<file path="src/rtl/reg_file_access_ctrl.sv">
// -----------------------------------------------------------------------------
// reg_file_access_ctrl
//
// Debug/loader agent that takes over the register heap's ports from outside
// the CPU datapath.
//   * Dump: walks the heap read address from FIRST_REG to LAST_REG, captures
//     each word and offers (addr, data) on a valid/ready output stream.
//   * Load: accepts words on a valid/ready input stream and issues one heap
//     write pulse per accepted word, filling LOAD_FIRST..LAST_REG.
//   * busy tells the top level to stall the CPU and mux this block onto the
//     heap ports; done pulses for one cycle when an operation finishes.
//
// Ports
//   clk_Regs     in   clock shared with the register heap
//   rst_n        in   asynchronous active-low reset
//   start_dump   in   level, sampled in IDLE, starts a dump (wins over load)
//   start_load   in   level, sampled in IDLE, starts a load
//   reg_addr     out  heap read address (always equals the walk pointer)
//   reg_data_in  in   heap read data, combinational from reg_addr
//   reg_write    out  heap write enable
//   w_addr       out  heap write address
//   w_data       out  heap write data
//   out_valid    out  dump word valid
//   out_ready    in   dump consumer ready
//   out_addr     out  register index of the dump word
//   out_data     out  dump word
//   in_valid     in   load word valid
//   in_ready     out  load word accepted (combinational, high in LOAD)
//   in_data      in   load word
//   busy         out  high while dumping or loading
//   done         out  one-cycle completion pulse
// -----------------------------------------------------------------------------
module reg_file_access_ctrl #(
    parameter int unsigned FIRST_REG  = 0,
    parameter int unsigned LAST_REG   = 31,
    parameter int unsigned LOAD_FIRST = 1
) (
    input  logic        clk_Regs,
    input  logic        rst_n,
    input  logic        start_dump,
    input  logic        start_load,
    output logic [4:0]  reg_addr,
    input  logic [31:0] reg_data_in,
    output logic        reg_write,
    output logic [4:0]  w_addr,
    output logic [31:0] w_data,
    output logic        out_valid,
    input  logic        out_ready,
    output logic [4:0]  out_addr,
    output logic [31:0] out_data,
    input  logic        in_valid,
    output logic        in_ready,
    input  logic [31:0] in_data,
    output logic        busy,
    output logic        done
);

    typedef enum logic [2:0] {
        ST_IDLE    = 3'd0,
        ST_DUMP_RD = 3'd1,
        ST_DUMP_TX = 3'd2,
        ST_LOAD    = 3'd3,
        ST_DONE    = 3'd4
    } state_t;

    localparam logic [4:0] FIRST_PTR = 5'(FIRST_REG);
    localparam logic [4:0] LAST_PTR  = 5'(LAST_REG);
    localparam logic [4:0] LOAD_PTR  = 5'(LOAD_FIRST);

    state_t      state_q,     state_d;
    logic [4:0]  ptr_q,       ptr_d;
    logic        reg_write_q, reg_write_d;
    logic [4:0]  w_addr_q,    w_addr_d;
    logic [31:0] w_data_q,    w_data_d;
    logic        out_valid_q, out_valid_d;
    logic [4:0]  out_addr_q,  out_addr_d;
    logic [31:0] out_data_q,  out_data_d;
    logic        busy_q,      busy_d;
    logic        done_q,      done_d;

    // Next-state and next-output logic for the access FSM.
    always_comb begin
        state_d     = state_q;
        ptr_d       = ptr_q;
        reg_write_d = reg_write_q;
        w_addr_d    = w_addr_q;
        w_data_d    = w_data_q;
        out_valid_d = out_valid_q;
        out_addr_d  = out_addr_q;
        out_data_d  = out_data_q;
        done_d      = 1'b0;

        case (state_q)
            ST_IDLE: begin
                reg_write_d = 1'b0;
                // Dump has priority when both starts are seen together.
                if (start_dump) begin
                    ptr_d   = FIRST_PTR;
                    state_d = ST_DUMP_RD;
                end else if (start_load) begin
                    ptr_d   = LOAD_PTR;
                    state_d = ST_LOAD;
                end else begin
                    state_d = ST_IDLE;
                end
            end

            ST_DUMP_RD: begin
                // Heap read data is combinational on reg_addr (= ptr), so it
                // is already valid in this cycle.
                out_data_d  = reg_data_in;
                out_addr_d  = ptr_q;
                out_valid_d = 1'b1;
                state_d     = ST_DUMP_TX;
            end

            ST_DUMP_TX: begin
                if (out_ready) begin
                    out_valid_d = 1'b0;
                    if (ptr_q == LAST_PTR) begin
                        done_d  = 1'b1;
                        state_d = ST_DONE;
                    end else begin
                        ptr_d   = ptr_q + 5'd1;
                        state_d = ST_DUMP_RD;
                    end
                end else begin
                    state_d = ST_DUMP_TX;
                end
            end

            ST_LOAD: begin
                // in_ready is high for the whole LOAD state, so in_valid alone
                // marks an accept.
                if (in_valid) begin
                    reg_write_d = 1'b1;
                    w_addr_d    = ptr_q;
                    w_data_d    = in_data;
                    if (ptr_q == LAST_PTR) begin
                        done_d  = 1'b1;
                        state_d = ST_DONE;
                    end else begin
                        ptr_d   = ptr_q + 5'd1;
                        state_d = ST_LOAD;
                    end
                end else begin
                    reg_write_d = 1'b0;
                    state_d     = ST_LOAD;
                end
            end

            ST_DONE: begin
                // The final load write pulse is still high during DONE; it
                // ends here. ptr is kept for inspection until the next start.
                reg_write_d = 1'b0;
                state_d     = ST_IDLE;
            end

            default: begin
                reg_write_d = 1'b0;
                out_valid_d = 1'b0;
                state_d     = ST_IDLE;
            end
        endcase

        busy_d = (state_d == ST_DUMP_RD) || (state_d == ST_DUMP_TX) ||
                 (state_d == ST_LOAD);
    end

    // State and registered-output flops; reset aborts any operation at once.
    always_ff @(posedge clk_Regs or negedge rst_n) begin
        if (!rst_n) begin
            state_q     <= ST_IDLE;
            ptr_q       <= 5'd0;
            reg_write_q <= 1'b0;
            w_addr_q    <= 5'd0;
            w_data_q    <= 32'd0;
            out_valid_q <= 1'b0;
            out_addr_q  <= 5'd0;
            out_data_q  <= 32'd0;
            busy_q      <= 1'b0;
            done_q      <= 1'b0;
        end else begin
            state_q     <= state_d;
            ptr_q       <= ptr_d;
            reg_write_q <= reg_write_d;
            w_addr_q    <= w_addr_d;
            w_data_q    <= w_data_d;
            out_valid_q <= out_valid_d;
            out_addr_q  <= out_addr_d;
            out_data_q  <= out_data_d;
            busy_q      <= busy_d;
            done_q      <= done_d;
        end
    end

    assign reg_addr  = ptr_q;
    assign reg_write = reg_write_q;
    assign w_addr    = w_addr_q;
    assign w_data    = w_data_q;
    assign out_valid = out_valid_q;
    assign out_addr  = out_addr_q;
    assign out_data  = out_data_q;
    assign busy      = busy_q;
    assign done      = done_q;
    assign in_ready  = (state_q == ST_LOAD);

endmodule

</file>
<file path="config.mk">
export PLATFORM = sky130hd
export DESIGN_NAME = reg_file_access_ctrl
export DESIGN_NICKNAME = d
export VERILOG_FILES = /design/src/rtl/reg_file_access_ctrl.sv
export SDC_FILE = /design/constraint.sdc
export NUM_CORES = 1
export LEC_CHECK = 0
export CORE_UTILIZATION = 42
export DETAILED_ROUTE_END_ITERATION = 7
export PLACE_DENSITY = 0.86
export SETUP_SLACK_MARGIN = 0.02
export SYNTH_ARGS = -nofsm -noshare
export SYNTH_HDL_FRONTEND = slang
export SYNTH_SLANG_ARGS = --single-unit
</file>
<file path="constraint.sdc">
create_clock -name clk_Regs -period 2.5 [get_ports clk_Regs]
set_clock_uncertainty 0.15 [all_clocks]
set_input_delay 0.5 -clock clk_Regs [delete_from_list [all_inputs] [get_ports clk_Regs]]
set_output_delay 0.5 -clock clk_Regs [all_outputs]
set_load 0.1 [all_outputs]
</file>
== After elaboration in Yosys (flattened, before gate mapping) ==
Index checks and enable logic that the tools add are counted.

* Word-level logic and storage cells: 53
* Flip-flop bits (word level): 86
* Output and inout bits: 84
* Input bits: 70

* Reduce and logical (&&, ||, !) cells: 9
* $add $sub $neg: 1
* Equal/unequal tests: 11
* Mux-type cells: 21
* Bitwise gates (word level): 1

{| class="wikitable"
|+ Operators with widths
! cell !! count
|-
| 5-bit 2-to-1 mux || 5
|-
| 5-bit one-hot mux with 3 select lines || 1
|-
| 3-bit by 2-bit == test with 1-bit output, second input constant || 4
|-
| 3-bit 2-to-1 mux || 4
|-
| 3-bit one-hot mux with 4 select lines || 1
|-
| 3-bit by 1-bit == test with 1-bit output, second input constant || 2
|-
| 5-bit by 1-bit adder with 5-bit output, second input constant || 1
|-
| 5-bit == test, second input constant || 1
|-
| 1-bit 2-to-1 mux || 5
|-
| 2-bit 2-to-1 mux || 2
|-
| 2-bit != test, second input constant || 2
|-
| 1-bit one-hot mux with 2 select lines || 2
|-
| 2-bit AND reduction || 2
|-
| 4-bit AND reduction || 1
|-
| 3-bit == test, second input constant || 1
|-
| 3-bit zero test || 1
|-
| 3-bit != test, second input constant || 1
|-
| 1-bit one-hot mux with 3 select lines || 1
|-
| 3-bit nonzero test || 1
|-
| 3-bit OR reduction || 1
|-
| 1-bit logical OR || 2
|-
| 2-bit OR reduction || 1
|-
| 1-bit NOT || 1
|}

== Longest topological paths before layout ==
Gate-level depths: netlist (run 1).

* Depth after elaboration: 7
* Gate-level depth with buffers: 7
* Depth with buffers taken out: 7

== Worst setup path before layout (run 1) ==
No wires, ideal clock.

* Path type: reg2reg
* From: reg ptr_q[0], in the netlist reg_addr[0]
* To: reg ptr_q[0], in the netlist reg_addr[0]
* Buffers on the path: 0
* Stages on the path, launching flop included: 8
* Arrival: 2.433 ns
* Setup time: 0.124 ns
* Setup slack: -0.207 ns
* Period minus slack after synthesis: 2.707 ns
* Cells stage by stage: dfrtp_1 -> ha_1 -> and3_1 -> ha_1 -> nand2b_1 -> a21oi_1 -> o21ai_2 -> a211o_1

* Word-level cells in the longest chain between the ends: 4

{| class="wikitable"
|+ Ends and longest elaborated chain
! item !! line !! source
|-
| start: declaration || 71 || <nowiki>logic [4:0] ptr_q, ptr_d;</nowiki>
|-
| start signal: assignment || 185 || <nowiki>ptr_q <= ptr_d;</nowiki>
|-
| 5-bit by 1-bit adder with 5-bit output or 5-bit == test (tied branches) || -- ||
|-
| 5-bit 2-to-1 mux * || 120, 139 ||
|-
| 5-bit 2-to-1 mux, on equally long branches || 135, 118 ||
|-
| 5-bit one-hot mux with 3 select lines * || 93 || <nowiki>case (state_q)</nowiki>
|}

Mark *: on every way between the ends. The rest lies on a longest branch, timed or not. The select of a mux whose other input is x is not followed.
A chain may end at the register's enable or synchronous reset.

== Worst setup path in the final report (run 1) ==
* From: reg ptr_q[1], in the netlist reg_addr[1]
* To: reg ptr_q[0], in the netlist reg_addr[0]

* Word-level cells in the longest chain between the ends: 4

{| class="wikitable"
|+ Ends and longest elaborated chain
! item !! line
|-
| 5-bit == test * || 120, 139
|-
| 5-bit 2-to-1 mux * || --
|-
| 5-bit 2-to-1 mux, on equally long branches || --
|-
| 5-bit one-hot mux with 3 select lines * || --
|}

Marked as above.

==> impl_metrics.csv, run 1 <==
group,metric,value,unit
status,status,"finished, final reports clean",
floorplan,fp.dieH,92.48,um
min_path,hold_class,"reg -> reg",
cts,hold_buffers,1,
worst_setup_path,crit_arrival,2.42,ns
global_route,grt_max_degree,54,
timing,max_freq,426.5,MHz
final_layout,fin_nets,464,
floorplan,core_area,7807,um^2
route,vias_per_cell,4.880,
worst_setup_path,slowest_delay,0.44,ns
placed_design,place_congestion,0.8015,
route,drtIter0Drc,47,
cts,h-tree-depth,3,
worst_setup_path,cpMaxStageDelayCell,"dfrtp_2",
floorplan,die_area,8553,um^2
yosys,syn_inst,234,
route,route.detailed.drc,0,
yosys,syn-cell-area,3438,um^2
final_layout,fin_util,0.6575,
final_layout,diodes,0,
yosys,synth_top_area_frac,0.6259,
cts,cts_resized,0,
global_route,antenna_found_initial,0,
timing,period_minus_slack,2.344,ns
global_route,grt_pass1_wl,11.82,mm
yosys,postSynthAreaPerCell,14.69,um^2
yosys,synth_seq_cells,86,
timing,setup_viol,0,
yosys,synth_area_leaders,"dfrtp_1 (63%), mux2_1 (21%), mux2_2 (2.3%)",
worst_setup_path,worstPathMaxFanout,6,
route,ant_nets,0,
timing,slew-limit-headroom,0.6659,
global_route,grtUsageTotal,0.1813,
cts,clock-sinks,86,
worst_setup_path,endpoint_kind,"flop",
placed_design,dp_hpwl,5.596,mm
final_layout,n_fill_cell,611,
route,routedWlPerCell,15.25,um
floorplan,die_w,92.48,um
floorplan,io_pins,154,
route,dr.pass1.iters,4,
cts,cts_root_buf,"clkbuf_8",
placed_design,dp.cells,482,
yosys,yosys_warnings,0,
flow_run,cap_viol_max_count,0,
timing,min_period_over_period,0.9378,
floorplan,initial_utilization,0.4404,
floorplan,placementRows,32,
yosys,yosysTopAreaCell,"dfrtp_1",
worst_setup_path,startpoint_type,"flop",
cts,path_clk_slew,0.08,ns
timing,holdWs,0.3372,ns
final_layout,area_growth,49.31,%
route,wirelength,7.611,mm
timing,finalSetupTns,0,ns
cts,post_cts_buffers,0,
cts,cts_tree,"done",
worst_setup_path,cp_data_required_time,2.58,ns
yosys,synth_nets,306,
timing,hold_violations,0,
yosys,synth_cell_type_count,33,
worst_setup_path,crit_path_cell_trace,"ha_1 > and3_1 > ha_1 > nand2b_1 > a21oi_1 > o21ai_2 > a211o_1",
cts,clk_latency,0.34,ns
worst_setup_path,cpMostUsedCell,"ha_1",
worst_setup_path,path_class,"reg -> reg",
timing,drv_slew,0,
placed_design,io_buffers,153,
cts,clk_path_buf_depth,2,
final_layout,stdcell_count,499,
final_layout,drive_gt1_frac,0.3048,
route,vias,2435,
yosys,ys_seq_area_frac,0.6259,
global_route,grt_pass1_vias,2349,
global_route,globalRouteOverflowTotal,0,
timing,rsz0062_at_grt,"no",
cts,cts_buffers,9,
timing,worst_pin_slew,0.5012,ns
==> metrics by stage <==
stage	setup slack, ns	instance area [um^2]
6_report	0.1555	5134
4_1_cts	0.1537	5134
3_5_place_dp	0.1729	4892
3_3_place_gp	0.2697	4892
2_1_floorplan	0.03986	3441
5_1_grt	0.05869	5134
==> placed cells by master, fill, tap and decap left out, drive strengths merged, types with 3 or more instances in the layout <==
cell           synthesis  layout
clkdlybuf4s50          0      68
clkbuf                 0      10
o21ai                  8       8
dfrtp                 86      86
mux2                  71      71
a21oi                  7       7
nand2                 11      11
clkinv                 0       3
inv                    5       6
nand2b                 5       5
nor2                   5       5
buf                   11      89
==> worst paths after layout <==
path | cells after the start | slack [ns] | from | endpoint
worst min-delay path | 2 | 0.34 | w_addr[0] | w_addr[0]
max in group asynchronous | 3 | 1.07 | rst_n | w_data[1]
worst max register to register | 7 | 0.16 | reg_addr[1] | reg_addr[0]
min in group asynchronous | 2 | 0.49 | rst_n | out_data[11]
worst min register to register | 2 | 0.34 | w_addr[0] | w_addr[0]
worst max-delay path | 7 | 0.16 | reg_addr[1] | reg_addr[0]
==> Yosys cell counts (all sizes together) <==
master and count:
mux2i 2, nand2b 5, and3 2, nor3b 2, a221oi 1, nand3b 1, o21ai 8, o2bb2ai 2
nor4 1, buf 11, nand2 11, a31o 1, nor2b 2, o31a 1, dfrtp 86, ha 2
mux2 71, nand3 2, nor2 5, a21boi 1, a211o 1, o211a 1, inv 5, a21oi 7
o221ai 2, and2 1
==> cells by family after synthesis <==
family,synth area share
compound gates,0.04950
flops,0.6259
mux,0.2384
buf+inv,0.02511
fa+ha+maj,0.007277
simple gates,0.05386
==> routing by layer <==
metal  global-route usage  up-vias  wire length [um]  part of all wire
met5                    0        -                 0                 0
li1                     -     1144                 -                 -
met3              0.03530       10               421             0.055
met1               0.2232     1195              3205              0.42
met4              0.08333        0               121             0.016
met2               0.3074       86              3863              0.51
==> state kept, by name, summed over array words and instances (netlist names) <==
signal / flops
busy: 1
done: 1
out_addr: 5
out_data: 32
out_valid: 1
reg_addr: 5
reg_write: 1
state_q: 3
w_addr: 5
w_data: 32
==> layout make-up <==
type	count	area, um^2	area share
clock buffers	10	137.6	0.02681
flip-flops and latches	86	2155	0.4197
inverters	5	18.77	0.003656
multi-input cells	132	1205	0.2347
repair buffers	158	1396	0.2720
well taps	102	127.6	0.02486
clock inverters	6	93.84	0.01828
==> worst max-delay path, delay by kind of cell, from the launching register on <==
| family | cells | cell delay, ns |
|---|---|---|
| fa+ha+maj | 2 | 0.49 |
| simple gates | 2 | 0.37 |
| compound gates | 3 | 0.79 |
| flops | 1 | 0.44 |
Power of run 1 is left out: the tool's default activity adds up to more than one toggle a clock period on the data nets, which glitch-free logic cannot reach.
==> run 2, diff against run 1 <==
--- a/config.mk
+++ b/config.mk
@@ -5,8 +5,10 @@
 export SDC_FILE = /design/constraint.sdc
 export NUM_CORES = 1
 export LEC_CHECK = 0
+export CAP_MARGIN = 10
 export CORE_UTILIZATION = 42
 export DETAILED_ROUTE_END_ITERATION = 7
+export HOLD_SLACK_MARGIN = 0.05
 export PLACE_DENSITY = 0.86
 export SETUP_SLACK_MARGIN = 0.02
 export SYNTH_ARGS = -nofsm -noshare
==> results of run 2 <==
Same layout as run 1: the final DEF is identical, and so are final timing and power.
Power of run 2 is left out for the same reason.
==> run 3, diff against run 2 <==
--- a/config.mk
+++ b/config.mk
@@ -6,11 +6,13 @@
 export NUM_CORES = 1
 export LEC_CHECK = 0
 export CAP_MARGIN = 10
-export CORE_UTILIZATION = 42
+export CORE_UTILIZATION = 55
 export DETAILED_ROUTE_END_ITERATION = 7
+export DONT_BUFFER_PORTS = 1
 export HOLD_SLACK_MARGIN = 0.05
-export PLACE_DENSITY = 0.86
+export PLACE_DENSITY = 0.75
 export SETUP_SLACK_MARGIN = 0.02
 export SYNTH_ARGS = -nofsm -noshare
 export SYNTH_HDL_FRONTEND = slang
 export SYNTH_SLANG_ARGS = --single-unit
+export TNS_END_PERCENT = 10
==> run 3 against run 2 <==
The flow now finishes with violations (hold timing). Critical path type is now reg -> out. Non-clock buffer count down 143. Via count down 24%. Maximum frequency down 1.1%. Final area down 25%. Die area down 23%. Cell count down 34%. Global-route usage up 0.92 points. Clock-buffer cell count up 2. First-iteration DRC count down 6.4%.
==> impl_metrics.csv, run 3 (synthesis results as in run 1) <==
group,metric,value,unit
worst_setup_path,worst-path-buf-inv,1,
global_route,antenna_found_initial,0,
cts,cts_buffers,9,
cts,clk_path_buf_depth,2,
final_layout,multi_input_area,1205,um^2
timing,max_freq,421.7,MHz
final_layout,final-seq-area,2155,um^2
route,wirelength,6.203,mm
final_layout,final_cell_mix,"dfrtp_1 (84), mux2_1 (64), buf_4 (14)",
global_route,grt_pass1_wl,9.101,mm
route,ant_nets,0,
worst_setup_path,startpoint_type,"flop",
placed_design,place_area,3597,um^2
route,routedWlPerCell,18.85,um
worst_setup_path,endpoint_kind,"output pin",
cts,cts_root_buf,"clkbuf_8",
floorplan,die_w,81.07,um
timing,hold_violations,86,
floorplan,placementRows,28,
cts,path_clk_slew,0.08,ns
worst_setup_path,critPathTopFamily,"flip-flops",
timing,setup_viol,0,
final_layout,drive_gt1_frac,0.1850,
worst_setup_path,path_class,"reg -> out",
timing,slew-limit-headroom,0.3718,
final_layout,n_fill_cell,435,
worst_setup_path,r2r_slack,0.18,ns
placed_design,dp_hpwl,4.371,mm
timing,drv_slew,0,
route,drtIter0Drc,44,
route,dr.pass1.iters,4,
worst_setup_path,cp_data_required_time,1.85,ns
placed_design,io_buffers,0,
global_route,grt_max_degree,87,
flow_run,cap_viol_max_count,0,
worst_setup_path,slowest_delay,0.60,ns
floorplan,fp.dieH,81.07,um
cts,h-tree-depth,3,
timing,rsz0062_at_grt,"no",
final_layout,fin_util,0.6410,
worst_setup_path,cp-startpoint,"state_q[1]",
floorplan,initial_utilization,0.5739,
status,status,"complete, but fails checks",
worst_setup_path,crit_end,"in_ready",
cts,clock-sinks,86,
placed_design,place_congestion,0.8136,
min_path,hold_class,"in -> async",
route,route.detailed.drc,0,
timing,worst_pin_slew,0.9424,ns
global_route,grt_pass1_vias,1876,
route,vias,1859,
floorplan,core_area,5991,um^2
timing,min_period_over_period,0.9486,
timing,finalSetupTns,0,ns
floorplan,die_area,6572,um^2
worst_setup_path,worstPathMaxFanout,13,
final_layout,post-route-cell-area,3840,um^2
final_layout,area_growth,11.68,%
worst_setup_path,crit_arrival,1.72,ns
route,vias_per_cell,5.650,
final_layout,fin_nets,321,
floorplan,io_pins,154,
worst_setup_path,r2r_start,"reg_addr[0]",
cts,post_cts_buffers,0,
final_layout,final_common_cell,"dfrtp_1",
timing,period_minus_slack,2.372,ns
worst_setup_path,r2r_end,"reg_addr[0]",
timing,holdWs,-0.3035,ns
status,violations,"hold timing",
global_route,grtUsageTotal,0.1906,
worst_setup_path,cpMaxStageDelayCell,"dfrtp_1",
cts,clk_latency,0.34,ns
cts,cts_tree,"done",
worst_setup_path,r2r_cells,7,
worst_setup_path,crit_path_cell_trace,"nor2b_4 > and2_1 > buf_4",
worst_setup_path,crit_cells,3,
global_route,globalRouteOverflowTotal,0,
final_layout,diodes,0,
## run 3: cell count changes in the layout (fill, tap and decap cells not counted), sizes merged
| cell | delta |
|---|---|
| clkbuf | +2 |
| clkdlybuf4s50 | -68 |
| clkinv | -1 |
| inv | -1 |
| buf | -74 |
| dlygate4sd3 | -1 |
## run 3: layout make-up
cell class,count,area share
clock inverter,4,0.02020
inverter,5,0.004888
clock buffer,12,0.04301
sequential,86,0.5611
timing repair buffer,15,0.03258
multi-input combinational,132,0.3138
tap,75,0.02444
## run 3: how the worst min path moves through the flow
| stage | endpoint | slack, ns | cells past startpoint |
|---|---|---|---|
| 2_1_floorplan | busy | 0.05 | 0 |
| 3_3_place_gp | w_data[28] | 0.06 | 0 |
| 3_5_place_dp | w_data[28] | 0.06 | 0 |
| 4_1_cts | w_data[14] | -0.32 | 0 |
| 5_1_grt | w_data[28] | -0.33 | 0 |
| 6_report | w_data[28] | -0.30 | 0 |
## run 3: through the flow
step	cells	setup slack (ns)
CTS	329	0.1305
global route	329	0.04069
detailed placement	313	0.1873
floorplan	234	0.03986
finish	329	0.1284
global placement	313	0.2718
## run 3: routing by layer
layer  share of wire  vias to the layer above  wire (um)  track usage
met4           0.016                        0         99      0.09286
met3           0.067                       11        416      0.05843
met1            0.40                      921       2472       0.2309
met5               0                        -          0            0
met2            0.52                       78       3215       0.3092
li1                -                      849          -            -
## run 3: timing repair
item / 4_1_cts / 5_1_grt
gates resized for setup: 0 / 0
hold endpoints to repair: 86 / 86
endpoints found under the setup margin: 0 / 0
Power of run 3 is left out for the same reason.
==> RTL edit 1: new RTL, config.mk and constraints of run 1 <==
`LOAD_FIRST`: 1 -> 0.
--- a/src/rtl/reg_file_access_ctrl.sv
+++ b/src/rtl/reg_file_access_ctrl.sv
@@ -34,5 +34,5 @@
     parameter int unsigned FIRST_REG  = 0,
     parameter int unsigned LAST_REG   = 31,
-    parameter int unsigned LOAD_FIRST = 1
+    parameter int unsigned LOAD_FIRST = 0
 ) (
     input  logic        clk_Regs,
Function: changed (Yosys sat finds a counterexample within 4 cycles, from zero or initial values and one cycle with rst_n low).
==> RTL edit 1 against run 1 <==
  * Sequential cell count stayed put
  * Worst setup slack better by 13 ps
  * Routed wire length is 2.4% lower
  * Maximum frequency is 0.57% higher
  * Design area is 0.34% lower
  * Die area is 1.1% lower
  * Synthesized area is 1.1% lower
  * Critical path type unchanged
  * Largest cell class unchanged
  * Highest routed layer unchanged
Power is not shown: default switching activity piles up to over one toggle a cycle in this logic, so the estimate is an artifact.
==> RTL edit 1: results (changes against run 1) <==
| Step | Metric | Value | Delta |
| --- | --- | --- | --- |
| status | Result of the run | finished, final reports clean |  |
| cts | Longest Clk Path Bufs | 2 | unchanged |
| cts | CTS Root Cell | clkbuf_8 |  |
| cells and area | Filler cell count | 593 | -2.9% |
| yosys | Dominant cells by area after synthesis | dfrtp_1, mux2_2, buf_2 |  |
| setup path | Endpoint of the worst register-to-register path | reg_addr[3] |  |
| yosys | Share of synthesized area occupied by flip-flops and latches | 63.3% | +0.69 points |
| setup path | CP delay by family, top | compound AO/OA/AOI/OAI gates |  |
| yosys | Most frequent cells after synthesis | dfrtp_1, mux2_2, buf_2 |  |
| yosys | Number of distinct library cells after synthesis | 30 | -9.1% |
| route | Violation count after the first detailed-routing iteration | 52 | +11% |
| timing | Maximum frequency from static timing analysis | 429 MHz | +0.57% |
| cells and area | Number of antenna repair diodes | 0 | unchanged |
| placed design | Port buffer count | 153 | unchanged |
| cells and area | Fraction of layout cells with a size suffix above 1 | 48.3% | +18 points |
| min path | Hold Path Origin | out_data[24] |  |
| setup path | Critical path fanouts, max | 8 | +2 |
| grt | Total global-route track usage | 18.0% | -0.15 points |
| cts | Total CTS buffers | 9 | unchanged |
| setup path | Start of the worst register-to-register path | reg_addr[0] |  |
| min path | Worst hold path class | register to register |  |
| grt | First-pass GRT wire length | 11.8 mm | -0.58% |
| placed design | Gp weighted congestion | 0.838 | +4.6% |
| setup path | Delay contributed by the slowest stage of the critical path | 450 ps |  |
| setup path | Slowest stage cell, crit path | dfrtp_2 |  |
| cts | Clock Latency Late Sink | 340 ps | about the same |
| timing | Slew at the pin with the worst max-slew slack | 540 ps | +38.9 ps |
| grt | Number of antenna violations at the first check in global routing | 0 | unchanged |
| setup path | Worst Path Arrival | 2430 ps |  |
| route | Routed via count divided by cell count | 4.96 | +1.7% |
| grt | Largest net degree at the start of global routing | 49 | -9.3% |
| min path | Hold Crit Endpoint | out_data[24] |  |
| yosys | Synthesis warning total | 0 | unchanged |
| placed design | Total cell area at the placement stage | 4880 sq um | -0.23% |
| cells and area | Nets | 458 | -1.3% |
| min path | Depth of the worst hold-timing path | 1 | -1 |
| cts | Post-CTS clock slew at the launch and capture registers of the worst setup and hold paths | 70 ps |  |
| setup path | Worst R2R Setup Slack | 170 ps |  |
| route | Number of iterations in the first detailed-routing pass | 4 | unchanged |
| yosys | Synthesized Nets | 298 | -2.6% |
| placed design | Sum of net half-perimeters after detailed placement | 5.53 mm | -1.1% |
| cts | # H-tree levels | 3 | unchanged |
| yosys | Async S/R FF share, synth | 100% | unchanged |
| route | Drt total wl | 7.43 mm | -2.4% |
| setup path | Length in cells of the worst reg-to-reg path | 6 | -1 |
| grt | Via count of the first global-routing pass | 2445 | +4.1% |
-- RTL edit 1: cell count changes after synthesis, sizes merged, moves of 3 or more --
cell / run 1 / this run
o31ai: 0 / 5
mux2: 71 / 74
nand3: 2 / 5
nand2: 11 / 5
-- RTL edit 1: metal layers --
layer | track usage [%] | part of all wire (%) | up-vias | wire [um]
met5 | 0 | 0 | - | 0
met4 | 7.03 | 1.3 | 0 | 99
met3 | 5.14 | 8.2 | 10 | 612
met2 | 29.2 | 50 | 110 | 3690
met1 | 22.8 | 41 | 1197 | 3040
li1 | - | - | 1120 | -
-- RTL edit 1: cell families after synthesis --
kind of cell	after synthesis	synth area share, %
and+or+nand+nor	29	5.11
muxes	75	24.8
buffers and inverters	12	1.84
adders and majority gates	2	0.736
DFF	86	63.3
AOI/OAI and AO/OA	22	4.23
-- RTL edit 1: worst max-delay path by stage --
stage | to | depth (start not counted) | slack [ps] | startpoint
floorplan | reg_addr[3] | 5 | -6 | reg_addr[3]
finish | reg_addr[3] | 6 | 170 | reg_addr[0]
global route | reg_addr[3] | 6 | 40 | reg_addr[0]
global placement | reg_addr[3] | 6 | 210 | reg_addr[0]
CTS | reg_addr[3] | 6 | 130 | reg_addr[0]
detailed placement | reg_addr[3] | 6 | 150 | reg_addr[0]
-- RTL edit 1: layout make-up --
cell class | count | share of cell area (%)
multi-input cells | 128 | 23.3
inverters | 3 | 0.220
flip-flops and latches | 86 | 42.1
repair buffers | 158 | 27.5
well taps | 102 | 2.49
clock inverters | 5 | 1.96
clock buffers | 9 | 2.42
-- RTL edit 1: repair_timing --
| action | CTS | global route |
|---|---|---|
| resized for setup | 0 | 1 |
| setup endpoints to repair | 0 | 1 |
| hold endpoints to repair | 38 | 0 |
| hold buffers | 1 | 0 |
| setup buffers | 0 | 0 |
-- RTL edit 1: per-stage QoR --
stage	hold WS, ps	setup slack (ps)	cells	util [%]	TNS (ps)
after floorplan	54.4	-6.48	226	-	-6.48
after global placement	339	207	476	62.8	0
after detailed placement	346	147	476	62.8	0
after CTS	364	126	491	65.9	0
after global routing	376	44.0	491	65.9	0
final	360	169	491	65.9	0
==> RTL edit 2: new RTL, flow settings as in run 1 <==
Without the edit above. The 5 states of `state_t` get a one-hot encoding in 5 bits.
--- a/src/rtl/reg_file_access_ctrl.sv
+++ b/src/rtl/reg_file_access_ctrl.sv
@@ -56,10 +56,10 @@
 );
 
-    typedef enum logic [2:0] {
-        ST_IDLE    = 3'd0,
-        ST_DUMP_RD = 3'd1,
-        ST_DUMP_TX = 3'd2,
-        ST_LOAD    = 3'd3,
-        ST_DONE    = 3'd4
+    typedef enum logic [4:0] {
+        ST_IDLE    = 5'b00001,
+        ST_DUMP_RD = 5'b00010,
+        ST_DUMP_TX = 5'b00100,
+        ST_LOAD    = 5'b01000,
+        ST_DONE    = 5'b10000
     } state_t;
 
Formal check against the unedited RTL: no difference found for any inputs over 10 cycles, from zero or initial values and one cycle with rst_n low; not proved beyond that.
==> RTL edit 2 against run 1 <==
  * Sequential cell count up 2
  * Synthesized area up 0.25%
  * Count of clock-buffer cells in the layout down 1
  * Synthesized cell count down 0.85%
  * Routed wire length up 3.4%
  * Critical path type unchanged
  * Worst hold slack worse by 350 ps
  * Worst setup slack worse by 12 ps
  * The run now ends with hold timing left
  * Design area up 2.1%
Power is not shown: default switching activity piles up to over one toggle a cycle in this logic, so the estimate is an artifact.
==> RTL edit 2: results (changes against run 1) <==
| Step | Metric | Value | Delta |
| --- | --- | --- | --- |
| status | Result of the run | complete, but fails checks |  |
| status | Violations in the final reports | hold timing |  |
| yosys | Number of distinct library cells after synthesis | 35 | +6.1% |
| setup path | Delay contributed by the slowest stage of the critical path | 460 ps | +20 ps |
| placed design | Gp weighted congestion | 0.932 | +16% |
| grt | Total global-route track usage | 19.2% | +1.1 points |
| grt | Global Route met2 Usage | 31.0% | +0.31 points |
| setup path | Critical path fanouts, max | 7 | +1 |
| yosys | Synth Area in Compound Gates | 3.34% | -1.6 points |
| yosys | Share of synthesized area occupied by flip-flops and latches | 63.9% | +1.3 points |
| grt | Met3 layer usage reported by global route | 6.98% | +3.4 points |
| min path | Worst hold path class | primary input to asynchronous set/reset pin |  |
| yosys | Most frequent cells after synthesis | dfrtp_1, mux2_2, nand2_1 |  |
| cells and area | Fraction of layout cells with a size suffix above 1 | 48.6% | +18 points |
| cells and area | Nets | 468 | +0.86% |
| grt | Largest net degree at the start of global routing | 46 | -15% |
| setup path | Worst Path Arrival | 2460 ps | +40 ps |
| placed design | Total cell area at the placement stage | 4970 sq um | +1.7% |
| timing | Worst slack on hold paths | -10.8 ps | -348 ps |
| cells and area | Filler cell count | 579 | -5.2% |
| route | Violation count after the first detailed-routing iteration | 80 | +70% |
| placed design | Sum of net half-perimeters after detailed placement | 5.66 mm | +1.2% |
| yosys | Multiplexer area fraction after synthesis | 24.5% | +0.63 points |
| grt | Via count of the first global-routing pass | 2658 | +13% |
| route | Routed via count divided by cell count | 5.07 | +3.9% |
| yosys | Parity-gate share of the synthesized area counting xor and xnor cells | 0.254% | +0.25 points |
| yosys | Synthesized Nets | 304 | -0.65% |
| yosys | Dominant cells by area after synthesis | dfrtp_1, mux2_2, nand2_1 |  |
| timing | Final hold viol count | 9 | +9 |
| route | Detail-routed net length per standard cell | 15.6 um | +2.6% |
| cells and area | P&R area growth vs syn | 52.0% |  |
==> RTL edit 2: worst max-delay path, delay by kind of cell (launching register included) <==
kind                     cells  cell delay, ps
AO/OA/AOI/OAI                3             580
adder cells (fa/ha/maj)      2             470
flip-flops                   1             460
AND/OR/NAND/NOR              2             600
==> RTL edit 2: area by class of cell <==
class / instances / share of cell area [%]
sequential: 88 / 42.1
timing repair buffer: 161 / 27.0
multi-input combinational: 135 / 23.2
clock inverter: 7 / 2.72
tap: 102 / 2.44
clock buffer: 9 / 2.36
inverter: 1 / 0.0716
==> RTL edit 2: per-layer routing <==
metal / wire length [um] / part of all wire [%] / up-vias
met2: 3780 / 48 / 129
met3: 707 / 9.0 / 16
met5: 0 / 0 / -
met1: 3230 / 41 / 1247
met4: 159 / 2.0 / 0
li1: - / - / 1159
==> RTL edit 2: kinds of logic after synthesis <==
family	count (synthesis)
xor+xnor	1
flops	88
fa+ha+maj	2
mux	75
buf+inv	9
compound gates	16
simple gates	41
==> RTL edit 2: worst paths after layout <==
check / start / endpoint / slack, ps / cells after the start
max: reg_addr[0] / reg_addr[3] / 140 / 7
min: rst_n / w_data[20] / -10 / 1
max reg2reg: reg_addr[0] / reg_addr[3] / 140 / 7
min reg2reg: reg_write / reg_write / 340 / 2
max in group asynchronous: rst_n / out_data[25] / 1560 / 2
min in group clk_Regs: reg_write / reg_write / 340 / 2
==> RTL edit 2: per-stage QoR <==
step / std cells / worst slack, ps
2_1_floorplan: 232 / 32.6
3_3_place_gp: 487 / -32.4
3_5_place_dp: 487 / -103
4_1_cts: 503 / 141
5_1_grt: 503 / 71.1
6_report: 503 / 143
